### src/rtl/mantissa_align_pkg.sv
// Shared widths, FSM encoding and shift-step helper for the FP add/sub alignment stage.
// Latency: n/a (declarations only).
// Backpressure: n/a.
package mantissa_align_pkg;

    localparam int EXP_W   = 8;
    localparam int MANT_W  = 24;
    localparam int GRS_W   = 3;
    localparam int ALIGN_W = MANT_W + GRS_W;
    localparam int SHAMT_W = 5;

    typedef enum logic [1:0] {
        IDLE  = 2'd0,
        SHIFT = 2'd1,
        DONE  = 2'd2
    } state_t;

    // Bits to shift this cycle: whatever is left, capped at the per-cycle step.
    function automatic logic [SHAMT_W-1:0] step_amount(input logic [SHAMT_W-1:0] cnt,
                                                       input int unsigned          step);
        logic [SHAMT_W-1:0] cap;
        cap = SHAMT_W'(step);
        return (cnt < cap) ? cnt : cap;
    endfunction

endpackage

### src/rtl/mantissa_align_if.sv
// Operand/result bundle between exponent comparator, alignment stage and mantissa adder.
// Latency: n/a (wires only).
// Backpressure: valid/ready on both the input and the output side.
interface mantissa_align_if;
    import mantissa_align_pkg::*;

    logic               in_valid;
    logic               in_ready;
    logic [EXP_W-1:0]   exp1;
    logic [EXP_W-1:0]   exp2;
    logic [MANT_W-1:0]  mant1;
    logic [MANT_W-1:0]  mant2;
    logic [SHAMT_W-1:0] nshift;
    logic               in1_ST_in2;
    logic               checktoobig;

    logic               out_valid;
    logic               out_ready;
    logic [MANT_W-1:0]  big_mant;
    logic [ALIGN_W-1:0] small_mant;
    logic [EXP_W-1:0]   exp_res;
    logic               swapped;

    // Producer/consumer side: drives operands and out_ready.
    modport master (
        output in_valid, exp1, exp2, mant1, mant2, nshift, in1_ST_in2, checktoobig, out_ready,
        input  in_ready, out_valid, big_mant, small_mant, exp_res, swapped
    );

    // Alignment stage side.
    modport slave (
        input  in_valid, exp1, exp2, mant1, mant2, nshift, in1_ST_in2, checktoobig, out_ready,
        output in_ready, out_valid, big_mant, small_mant, exp_res, swapped
    );

endinterface

### src/rtl/mantissa_align_sticky_shift_step.sv
// One right-shift step of the aligned field; every bit shifted out ORs into the sticky bit0.
// Latency: combinational.
// Backpressure: none.
module mantissa_align_sticky_shift_step
    import mantissa_align_pkg::*;
(
    input  logic [ALIGN_W-1:0] din_i,
    input  logic [SHAMT_W-1:0] amt_i,
    output logic [ALIGN_W-1:0] dout_o
);

    logic [ALIGN_W-1:0] shifted;
    logic [ALIGN_W-1:0] lost_mask;
    logic               lost;

    // Shift, then fold everything that fell off the bottom (and the old sticky) into bit0.
    always_comb begin
        shifted   = din_i >> amt_i;
        lost_mask = ~({ALIGN_W{1'b1}} << amt_i);
        lost      = |(din_i & lost_mask);
        dout_o    = {shifted[ALIGN_W-1:1], shifted[0] | lost | din_i[0]};
    end

endmodule

### src/rtl/mantissa_align.sv
// Swaps operands so the larger exponent is "big", then right-aligns the small mantissa with G/R/S.
// Latency: ceil(nshift/STEP) cycles after accept (next cycle for nshift==0 or checktoobig).
// Backpressure: in_ready only in IDLE; result held in DONE until out_ready.
module mantissa_align
    import mantissa_align_pkg::*;
#(
    parameter int STEP = 4
) (
    input  logic             clk,
    input  logic             rst,
    mantissa_align_if.slave  bus
);

    state_t             state_q;
    logic [SHAMT_W-1:0] cnt_q;
    logic [SHAMT_W-1:0] cnt_d;
    logic [SHAMT_W-1:0] step_amt;
    logic [ALIGN_W-1:0] small_q;
    logic [ALIGN_W-1:0] small_d;
    logic [MANT_W-1:0]  big_q;
    logic [EXP_W-1:0]   exp_q;
    logic               swapped_q;
    logic               out_valid_q;

    logic [MANT_W-1:0]  big_sel;
    logic [MANT_W-1:0]  small_sel;
    logic [EXP_W-1:0]   exp_sel;

    // Operand swap: equal exponents (in1_ST_in2=0) keep operand 1 as big.
    always_comb begin
        big_sel   = bus.in1_ST_in2 ? bus.mant2 : bus.mant1;
        small_sel = bus.in1_ST_in2 ? bus.mant1 : bus.mant2;
        exp_sel   = bus.in1_ST_in2 ? bus.exp2  : bus.exp1;
    end

    // Per-cycle shift amount and remaining count.
    always_comb begin
        step_amt = step_amount(cnt_q, STEP);
        cnt_d    = cnt_q - step_amt;
    end

    mantissa_align_sticky_shift_step u_step (
        .din_i  (small_q),
        .amt_i  (step_amt),
        .dout_o (small_d)
    );

    // Control FSM plus operand/result registers; out_valid is registered with the DONE entry.
    always_ff @(posedge clk) begin
        if (rst) begin
            state_q     <= IDLE;
            cnt_q       <= '0;
            small_q     <= '0;
            big_q       <= '0;
            exp_q       <= '0;
            swapped_q   <= 1'b0;
            out_valid_q <= 1'b0;
        end else begin
            case (state_q)
                IDLE: begin
                    if (bus.in_valid) begin
                        swapped_q <= bus.in1_ST_in2;
                        exp_q     <= exp_sel;
                        big_q     <= big_sel;
                        if (bus.checktoobig) begin
                            // Whole small operand lies below the sticky position.
                            small_q     <= {{(ALIGN_W-1){1'b0}}, |small_sel};
                            cnt_q       <= '0;
                            state_q     <= DONE;
                            out_valid_q <= 1'b1;
                        end else begin
                            small_q <= {small_sel, {GRS_W{1'b0}}};
                            cnt_q   <= bus.nshift;
                            if (bus.nshift == '0) begin
                                state_q     <= DONE;
                                out_valid_q <= 1'b1;
                            end else begin
                                state_q <= SHIFT;
                            end
                        end
                    end
                end
                SHIFT: begin
                    small_q <= small_d;
                    cnt_q   <= cnt_d;
                    if (cnt_d == '0) begin
                        state_q     <= DONE;
                        out_valid_q <= 1'b1;
                    end
                end
                DONE: begin
                    if (bus.out_ready) begin
                        state_q     <= IDLE;
                        out_valid_q <= 1'b0;
                    end
                end
                default: begin
                    state_q     <= IDLE;
                    out_valid_q <= 1'b0;
                end
            endcase
        end
    end

    assign bus.in_ready   = (state_q == IDLE);
    assign bus.out_valid  = out_valid_q;
    assign bus.big_mant   = big_q;
    assign bus.small_mant = small_q;
    assign bus.exp_res    = exp_q;
    assign bus.swapped    = swapped_q;

endmodule

### src/flat_wrapper.sv
// flat-port wrapper written by rule: the top's interface ports become plain ports
module mantissa_align_flat import mantissa_align_pkg::*;
#(
    parameter int STEP = 4
)
  (clk, rst, bus_in_valid, bus_exp1, bus_exp2, bus_mant1, bus_mant2, bus_nshift, bus_in1_ST_in2, bus_checktoobig, bus_out_ready, bus_in_ready, bus_out_valid, bus_big_mant, bus_small_mant, bus_exp_res, bus_swapped);
  mantissa_align_if bus_i ();
  input  logic clk;
  input  logic rst;
  input wire logic [$bits(bus_i.in_valid)-1:0] bus_in_valid;
  input wire logic [$bits(bus_i.exp1)-1:0] bus_exp1;
  input wire logic [$bits(bus_i.exp2)-1:0] bus_exp2;
  input wire logic [$bits(bus_i.mant1)-1:0] bus_mant1;
  input wire logic [$bits(bus_i.mant2)-1:0] bus_mant2;
  input wire logic [$bits(bus_i.nshift)-1:0] bus_nshift;
  input wire logic [$bits(bus_i.in1_ST_in2)-1:0] bus_in1_ST_in2;
  input wire logic [$bits(bus_i.checktoobig)-1:0] bus_checktoobig;
  input wire logic [$bits(bus_i.out_ready)-1:0] bus_out_ready;
  output wire logic [$bits(bus_i.in_ready)-1:0] bus_in_ready;
  output wire logic [$bits(bus_i.out_valid)-1:0] bus_out_valid;
  output wire logic [$bits(bus_i.big_mant)-1:0] bus_big_mant;
  output wire logic [$bits(bus_i.small_mant)-1:0] bus_small_mant;
  output wire logic [$bits(bus_i.exp_res)-1:0] bus_exp_res;
  output wire logic [$bits(bus_i.swapped)-1:0] bus_swapped;
  assign bus_i.in_valid = bus_in_valid;
  assign bus_i.exp1 = bus_exp1;
  assign bus_i.exp2 = bus_exp2;
  assign bus_i.mant1 = bus_mant1;
  assign bus_i.mant2 = bus_mant2;
  assign bus_i.nshift = bus_nshift;
  assign bus_i.in1_ST_in2 = bus_in1_ST_in2;
  assign bus_i.checktoobig = bus_checktoobig;
  assign bus_i.out_ready = bus_out_ready;
  assign bus_in_ready = bus_i.in_ready;
  assign bus_out_valid = bus_i.out_valid;
  assign bus_big_mant = bus_i.big_mant;
  assign bus_small_mant = bus_i.small_mant;
  assign bus_exp_res = bus_i.exp_res;
  assign bus_swapped = bus_i.swapped;
  mantissa_align #(.STEP(STEP)) u_core (.clk(clk), .rst(rst), .bus(bus_i));
endmodule
### config.mk
export PLATFORM = sky130hd
export DESIGN_NAME = mantissa_align_flat
export DESIGN_NICKNAME = d
export VERILOG_FILES = /design/src/rtl/mantissa_align_pkg.sv /design/src/rtl/mantissa_align_if.sv /design/src/rtl/mantissa_align_sticky_shift_step.sv /design/src/rtl/mantissa_align.sv /design/src/flat_wrapper.sv
export SDC_FILE = /design/constraint.sdc
export NUM_CORES = 1
export LEC_CHECK = 0
export CORE_AREA = 2 2 101 103
export DETAILED_ROUTE_END_ITERATION = 12
export DIE_AREA = 0 0 103 105
export DONT_BUFFER_PORTS = 1
export PLACE_DENSITY = 0.69
export SETUP_SLACK_MARGIN = 0.4
export SKIP_LAST_GASP = 1
export SLEW_MARGIN = 15
export SYNTH_ARGS = -nofsm -noshare
export SYNTH_HDL_FRONTEND = slang
export SYNTH_HIERARCHICAL = 1
export SYNTH_SLANG_ARGS = --single-unit
### constraint.sdc
create_clock -name clk -period 3.2 [get_ports clk]
set_clock_uncertainty 0.2 [all_clocks]
set_input_delay 0.64 -clock clk [delete_from_list [all_inputs] [get_ports clk]]
set_output_delay 0.64 -clock clk [all_outputs]
set_load 0.005 [all_outputs]
# After elaboration in Yosys (flattened, before gate mapping)
# Cells that the tools add are included.
dict set report word_totals {
  regBits 68
  inputBits 75
  output_inout_bits 62
  word_cells 53
}
dict set report classes {
  add_sub_neg 1
  order_cmp 1
  n_eq_ne 6
  n_shift 2
  muxes 22
  bitwise_logic 4
  reduce_logical 10
}
# op count
set ops {}
lappend ops {{$mux 27} 2}
lappend ops {{$pmux 27 s2} 1}
lappend ops {{$mux 24} 2}
lappend ops {{$and 27x27->27} 1}
lappend ops {{$not 27->27} 1}
lappend ops {{$reduce_or 27->1} 1}
lappend ops {{$shl 27x5->27 const A} 1}
lappend ops {{$shr 27x5->27} 1}
lappend ops {{$reduce_or 24->1} 1}
lappend ops {{$mux 5} 3}
lappend ops {{$logic_not 5->1} 2}
lappend ops {{$mux 2} 5}
lappend ops {{$pmux 5 s2} 1}
lappend ops {{$mux 8} 1}
lappend ops {{$pmux 2 s3} 1}
lappend ops {{$lt 5x3->1 const B} 1}
lappend ops {{$mux 1} 5}
lappend ops {{$sub 5x5->5} 1}
lappend ops {{$ne 2x2->1 const B} 2}
lappend ops {{$reduce_and 2->1} 2}
lappend ops {{$reduce_and 4->1} 1}
lappend ops {{$ne 3x2->1 const B} 1}
lappend ops {{$pmux 1 s3} 1}
lappend ops {{$reduce_and 3->1} 1}
lappend ops {{other kinds (6)} 7}

# Longest topological paths before layout
# Gate-level depths: netlist of the first run.
dict set report logic_depth {
  ltp_word 9
  ltp_mapped 15
  mapped_depth_nobuf 11
}

# Hierarchy
# The synthesis of the first run kept the hierarchy.
# module instances cells_each area_per_inst_um2 seq_area_each_um2
set modules_own_cells {}
lappend modules_own_cells {mantissa_align 1 360 3437.0 1361.3}
lappend modules_own_cells {mantissa_align_sticky_shift_step 1 205 1786.7 0.0}

# Worst setup path before layout of the first run
# OpenSTA, ideal clock, no wires.
dict set report synth_timing {
  path_type {register -> register}
  startpoint {reg u_core.cnt_q[2]}
  endpoint {reg u_core.small_q[0] (netlist: u_core/bus.small_mant[0])}
  setup_ps 121
  arrival_ps 2477
  path_slack_ps 402
  path_stages_with_launch 15
  path_buffers 3
  synth_period_minus_slack_ps 2798
  path_cell_list {dfxtp_1 buf_2 nor3_1 and2_1 buf_6 buf_2 mux4_2 mux2i_1 nor2_1 nor4_1 o211ai_1 nor2b_1 a21oi_1 o21ai_0 a21oi_1}
}
dict set report synth_between {
  elab_chain_cells 9
}
# item line
set synth_lines {}
lappend synth_lines {{start: declaration} mantissa_align.sv:15} ;# logic [SHAMT_W-1:0] cnt_q;
lappend synth_lines {{start signal: assignment} mantissa_align.sv:73} ;# cnt_q <= bus.nshift;
lappend synth_lines {{start signal: assignment} mantissa_align.sv:85} ;# cnt_q <= cnt_d;
lappend synth_lines {{$lt 5x3->1 (*)} mantissa_align_pkg.sv:23} ;# return (cnt < cap) ? cnt : cap;
lappend synth_lines {{$mux 5 (*)} mantissa_align_pkg.sv:23}
lappend synth_lines {{named net u_core.step_amt[1]} mantissa_align.sv:17} ;# logic [SHAMT_W-1:0] step_amt;
lappend synth_lines {{$shl 27x5->27} mantissa_align_sticky_shift_step.sv:19} ;# lost_mask = ~({ALIGN_W{1'b1}} << amt_i);
lappend synth_lines {{$not 27->27} mantissa_align_sticky_shift_step.sv:19}
lappend synth_lines {{$and 27x27->27} mantissa_align_sticky_shift_step.sv:20} ;# lost = |(din_i & lost_mask);
lappend synth_lines {{$reduce_or 27->1} mantissa_align_sticky_shift_step.sv:20}
lappend synth_lines {{$or 1x1->1 (*) (2 in a row)} mantissa_align_sticky_shift_step.sv:21} ;# dout_o = {shifted[ALIGN_W-1:1], shifted[0] | lost | din_i[0]};
lappend synth_lines {{named net u_core.small_d[0]} mantissa_align.sv:19} ;# logic [ALIGN_W-1:0] small_d;
lappend synth_lines {{$pmux 27 s2 (*)} mantissa_align.sv:59} ;# case (state_q)
lappend synth_lines {{end signal: assignment} mantissa_align.sv:67} ;# small_q <= {{(ALIGN_W-1){1'b0}}, |small_sel};
lappend synth_lines {{end signal: assignment} mantissa_align.sv:72} ;# small_q <= {small_sel, {GRS_W{1'b0}}};
lappend synth_lines {{end signal: assignment} mantissa_align.sv:84} ;# small_q <= small_d;
lappend synth_lines {{end: declaration} mantissa_align.sv:18} ;# logic [ALIGN_W-1:0] small_q;
# The timed path passes the listed nets; every way through them passes the cells marked *.
# A chain may end at the register's enable or synchronous reset.

# Final worst setup path of the first run
# Ends and elaborated chain as after synthesis.

==> qor.yml, run 1 <==
hold_path:
  min_to: "u_core/bus.big_mant[16]$_SDFFE_PP0P_"
  hp-class: "input pin to flip-flop"
  hold_depth: 1
  hold_path_startpoint: "rst"
sta:
  fin_crit_ps: 2790
  finalCritPeriodShare: 0.873
  max_freq_mhz: 358
  rsz0062_at_grt: "yes"
  worst_slew_pin_slew_ps: 617
  slew_headroom: 0.588
  hold_viol_final: 0
  slew_viol_final: 0
  setup_violations: 0
  finalSetupTns_ps: 0
yosys:
  synth.distinct_cells: 64
  synth_edf_count: 0
  syn_area_um2: 5220
  yosysWarningCount: 6
  synthTopCellsByArea: "dfxtp_1 (26%), mux4_2 (11%), mux2i_1 (9.0%), nor2_1 (6.8%), a211oi_1 (6.5%)"
  syn_area_per_cell_um2: 9.25
  synth_top_area_frac: 0.261
  syn_inst: 565
  synth_seq_area_share: 0.261
  synth_largest_area_cell: "dfxtp_1"
  synth-seq-cells: 68
  async_flop_share: 0
  synth_ff_type: "dfxtp_1"
pwr:
  clkPwrFrac: 0.306
  p_leak_nw: 2.11
  seq_power_share: 0.411
  net-switching-power_mw: 0.841
  combPwrFrac: 0.283
  internal-power_mw: 1.65
  switching_share: 0.337
  irDropWorstVdd_v: 0.000217
  p_per_area_nw_per_um2: 431
critical_path:
  rrSetupSlack_ps: 410
  cp.required_ps: 3240
  cp_max_fo: 12
  path_common_cell: "buf_4"
  worstSetupStartpointType: "flip-flop"
  r2r_cells: 12
  path_class: "flip-flop to flip-flop"
  cp_slowest_stage_delay_ps: 400
  startpoint: "u_core/cnt_q[2]$_SDFFE_PP0P_"
  r2r-start: "u_core/cnt_q[2]$_SDFFE_PP0P_"
  crit_chain: "nor3_4, and2_4, buf_4, buf_4, a21o_1, o21ai_0, o2111ai_2, nor4_2, o211ai_1, buf_4, a21oi_2, a21oi_1"
  cp-end-kind: "flip-flop"
  timing.rr.end: "u_core/bus.small_mant[0]$_SDFFE_PP0P_"
  worstPathArrival_ps: 2830
  cpMaxStageDelayCell: "dfxtp_1"
floorplan:
  initial_core_util: 0.542
  die-area_um2: 10800
  coreArea_um2: 9640
  rows: 36
  ios: 137
  die_x_um: 103
  die_h_um: 105
cells_and_area:
  n_fill_cell: 874
  seqCellArea_um2: 1370
  drive_above_1_share: 0.240
  fin_nets: 643
  syn2layout_area_growth_pct: 10.6
  multi_input_area_um2: 3610
  stdcell_count: 706
grt:
  grt_max_degree: 69
  antenna_found_initial: 1
  grt_pass1_vias: 4600
  grt.total_usage: 0.288
  grt_pass1_wl_um: 24500
  grt_overflow_total: 0
drt:
  antenna_left: 0
  wl_per_cell_um: 23.5
  drtPass1Iterations: 8
  drcViolationCount: 0
  viasPerCell: 7.01
  num_vias: 4950
  drt_iter0_drc: 824
  wl_um: 16600
placement:
  globalplace.congestion: 0.959
  hpwlAfterDp_um: 10900
  dp_cells: 666
  port_buffers: 0
cts:
  cts-root-buf: "clkbuf_8"
  ctsHtreeMaxLevel: 3
  cts_tree: "done"
  cts_buffers: 9
  insertion_delay_ps: 360
  cts.path.max_buffers: 2
  clk_pin_slew_ps: 90
  clock_sinks: 68
run:
  cap_violations: 0
outcome:
  status: "finished, final reports clean"
-- area by class of cell --
cell class                      count  share of cell area
Multi-Input combinational cell    443               0.625
Clock buffer                       10              0.0238
Sequential cell                    68               0.237
Antenna cell                        1            0.000433
Timing Repair Buffer               38              0.0686
Clock inverter                      6              0.0121
Tap cell                          133              0.0288
Inverter                            7             0.00455
-- how the worst max path moves through the flow --
stage,endpoint,cells past startpoint
6_report,u_core/bus.small_mant[0]$_SDFFE_PP0P_,12
3_3_place_gp,u_core/bus.small_mant[9]$_SDFFE_PP0P_,9
3_5_place_dp,u_core/bus.small_mant[7]$_SDFFE_PP0P_,9
5_1_grt,u_core/bus.small_mant[9]$_SDFFE_PP0P_,9
2_1_floorplan,u_core/bus.small_mant[0]$_SDFFE_PP0P_,14
4_1_cts,u_core/bus.small_mant[0]$_SDFFE_PP0P_,11
-- what timing repair did --
action                     in CTS  in global routing
cloned                          2                  2
buffers inserted                8                 11
hold buffers                    0                  0
setup endpoints to repair      23                 22
gates resized for setup        14                 24
pin swaps                       8                 13
-- placed cells by master (no fill, tap or decap), drive strengths merged, types with 18 or more instances in the layout --
cell / netlist / layout
nor2: 95 / 95
dfxtp: 68 / 68
mux2i: 47 / 47
a211oi: 45 / 45
mux2: 37 / 37
buf: 41 / 36
a222oi: 27 / 27
mux4: 27 / 27
a21oi: 19 / 19
o21ai: 18 / 18
-- kinds of logic (layout without fill, tap and decap cells) --
| logic type | after synthesis | count (layout) | share of synthesized area |
|---|---|---|---|
| simple gates | 165 | 167 | 0.150 |
| compound gates | 152 | 152 | 0.218 |
| mux | 111 | 111 | 0.288 |
| flops | 68 | 68 | 0.261 |
| buf+inv | 65 | 61 | 0.0764 |
| fa+ha+maj | 2 | 2 | 0.00431 |
| other cells | 2 | 12 | 0.00144 |
-- per-layer routing --
metal  track usage  routed length [um]  vias to the layer above  share of wire
li1              -                   -                     2203              -
met1         0.364                6320                     2387           0.38
met2         0.481                8140                      319           0.49
met3        0.0742                1820                       41           0.11
met4        0.0799                 320                        0          0.019
met5             0                   0                        -              0
-- worst max-delay path, delay by kind of cell (launching register included) --
kind            cells  cell delay (ps)
flops               1              400
buf+inv             3              500
compound gates      6             1010
simple gates        3              570
-- power groups by stage --
stage | sequential, mW | combinational, mW | clock [mW]
final | 1.02 | 0.704 | 0.764
after global routing | 1.03 | 0.749 | 0.809
after CTS | 1.02 | 0.623 | 0.774
after detailed placement | 1.04 | 0.590 | 0
after global placement | 1.04 | 0.576 | 0
after floorplan | 0.995 | 0.541 | 0
-- registers in the layout (all words and copies together), names as in the netlist --
| register | flops |
|---|---|
| u_core/bus.small_mant | 27 |
| u_core/bus.big_mant | 24 |
| u_core/bus.exp_res | 8 |
| u_core/cnt_q | 5 |
| u_core/state_q | 2 |
| u_core/bus.out_valid | 1 |
| u_core/bus.swapped | 1 |
-- cell usage after synthesis (all sizes together) (2+ instances only) --
cell type / count
a222oi: 27
a21oi: 19
a31oi: 2
nor2: 95
o31ai: 2
nand2: 9
mux2i: 47
or2: 3
o21bai: 3
nor2b: 14
a21o: 3
o21a: 3
inv: 7
a211o: 4
nand2b: 4
and2: 2
o21ai: 18
o22ai: 6
nor3: 10
a31o: 4
nand3: 4
mux4: 27
o211ai: 2
or4: 3
mux2: 37
nor3b: 2
a22oi: 3
clkbuf: 17
dfxtp: 68
conb: 2
nand4: 2
a211oi: 45
nand3b: 2
nor4: 10
buf: 41
-- stage by stage --
stage	setup slack (ps)	area [um^2]	utilization	hold slack [ps]	total power, mW
detailed placement	29.8	5200	0.540	304	1.63
floorplan	402	5260	-	285	1.54
global placement	67.7	5200	0.540	300	1.61
CTS	364	5540	0.575	141	2.42
finish	406	5780	0.599	148	2.49
global route	325	5780	0.599	134	2.59
(Power assumes the default switching activity.)
==> inputs of run 2 (changes only) <==
--- a/config.mk
+++ b/config.mk
@@ -10,7 +10,6 @@
 export DIE_AREA = 0 0 103 105
 export DONT_BUFFER_PORTS = 1
 export PLACE_DENSITY = 0.69
-export SETUP_SLACK_MARGIN = 0.4
 export SKIP_LAST_GASP = 1
 export SLEW_MARGIN = 15
 export SYNTH_ARGS = -nofsm -noshare
==> run 2 against run 1 <==
Sequential cell count is the same. Die area is the same. Power shrank 3.6%. Worst setup slack lost 200 ps. Critical endpoint unchanged. Global-route usage shrank 0.89 points. Clock-buffer cell count is the same. Sequential power is essentially flat. Largest power group unchanged. Via count shrank 3.7%. Non-clock buffer count shrank 21.
==> qor.yml, run 2 (synthesis results as in run 1) <==
outcome:
  status: "finished, final reports clean"
cells_and_area:
  seqCellArea_um2: 1360
  final_cell_mix: "nor2_1 (95), dfxtp_1 (68), mux2i_1 (47), a211oi_1 (45), mux2_2 (30)"
  insertedDiodeCount: 0
  stdcell_count: 683
  syn2layout_area_growth_pct: 3.98
  drive_above_1_share: 0.182
  fin_nets: 621
  final_common_cell: "nor2_1"
  n_fill_cell: 916
  multi_input_area_um2: 3530
  largest_reg_flops: 27
drt:
  wl_um: 15800
  wl_per_cell_um: 23.1
  drtPass1Iterations: 6
  antenna_left: 0
  viasPerCell: 6.98
  num_vias: 4766
  drcViolationCount: 0
  drt_iter0_drc: 610
floorplan:
  initial_core_util: 0.542
  ios: 137
  die_x_um: 103
  die_h_um: 105
  coreArea_um2: 9640
  rows: 36
  die-area_um2: 10800
cts:
  cts_tree: "done"
  clk_pin_slew_ps: 90
  ctsHtreeMaxLevel: 3
  cts_setup_buffers: 0
  cts.path.max_buffers: 2
  clock_sinks: 68
  cts_resized: 0
  insertion_delay_ps: 350
  cts_buffers: 9
  postCtsHoldBufs: 0
  cts-root-buf: "clkbuf_8"
placement:
  hpwlAfterDp_um: 10900
  globalplace.congestion: 0.959
  dp_cells: 666
  port_buffers: 0
grt:
  grt.total_usage: 0.279
  grt_pass1_wl_um: 23800
  grt_pass1_vias: 4450
  grt_max_degree: 69
  grt_overflow_total: 0
  antenna_found_initial: 0
critical_path:
  cp-end-kind: "flip-flop"
  path_class: "flip-flop to flip-flop"
  worstSetupStartpointType: "flip-flop"
  worstPathArrival_ps: 3020
  cp.required_ps: 3230
  cp_max_fo: 13
pwr:
  irDropWorstVdd_v: 0.000218
  p_leak_nw: 1.95
  p_per_area_nw_per_um2: 442
sta:
  rsz0062_at_grt: "no"
  hold_viol_final: 0
  slew_viol_final: 0
  worst_slew_pin_slew_ps: 623
  fin_crit_ps: 2990
  whs_ps: 155
  max_freq_mhz: 334
  finalSetupTns_ps: 0
  finalCritPeriodShare: 0.934
  slew_headroom: 0.585
  setup_violations: 0
hold_path:
  hp-class: "input pin to flip-flop"
run:
  cap_violations: 0
==> run 2: where the power goes <==
group	total (mW)	leakage, nW	switching [mW]	internal [mW]
Sequential	1.02	0.559	0.107	0.917
Clock	0.765	0.107	0.376	0.389
Combinational	0.613	1.28	0.324	0.289
==> run 2: worst paths after layout <==
kind                                        start                               endpoint  slack (ps)  cells after the start
min reg2reg  u_core/bus.big_mant[14]$_SDFFE_PP0P_   u_core/bus.big_mant[14]$_SDFFE_PP0P_         310                      2
max reg2reg          u_core/cnt_q[3]$_SDFFE_PP0P_  u_core/bus.small_mant[0]$_SDFFE_PP0P_         210                     11
min                                           rst   u_core/bus.big_mant[16]$_SDFFE_PP0P_         160                      1
max                  u_core/cnt_q[3]$_SDFFE_PP0P_  u_core/bus.small_mant[0]$_SDFFE_PP0P_         210                     11
==> run 2: critical path, cell delays in order (launching register included) <==
cell and delay, ps:
dfxtp_1 400, nor3_4 290, and2_4 330, mux4_2 540, mux2i_1 160, nor2_1 70, nor4_1 270, o211ai_1 230
nor2b_1 150, a21oi_1 50, o21ai_0 130, a21oi_1 50
==> run 2: cell type report <==
class                           instances  area share
Clock inverter                          6      0.0129
Clock buffer                           10      0.0253
Timing Repair Buffer                   17      0.0258
Inverter                                7     0.00484
Sequential cell                        68       0.251
Tap cell                              133      0.0306
Multi-Input combinational cell        442       0.650
==> run 2: stage by stage <==
stage	area (um^2)	setup slack [ps]	total power, mW	util
finish	5430	210	2.40	0.563
global route	5430	25.0	2.50	0.563
CTS	5410	9.37	2.38	0.561
detailed placement	5200	29.8	1.63	0.540
global placement	5200	67.7	1.61	0.540
floorplan	5260	402	1.54	-
==> run 2: metal layers <==
metal,vias to the layer above,part of all wire,global-route usage
met5,-,0,0
met4,0,0.016,0.0648
met3,31,0.12,0.0722
met2,317,0.48,0.464
met1,2273,0.39,0.360
li1,2145,-,-
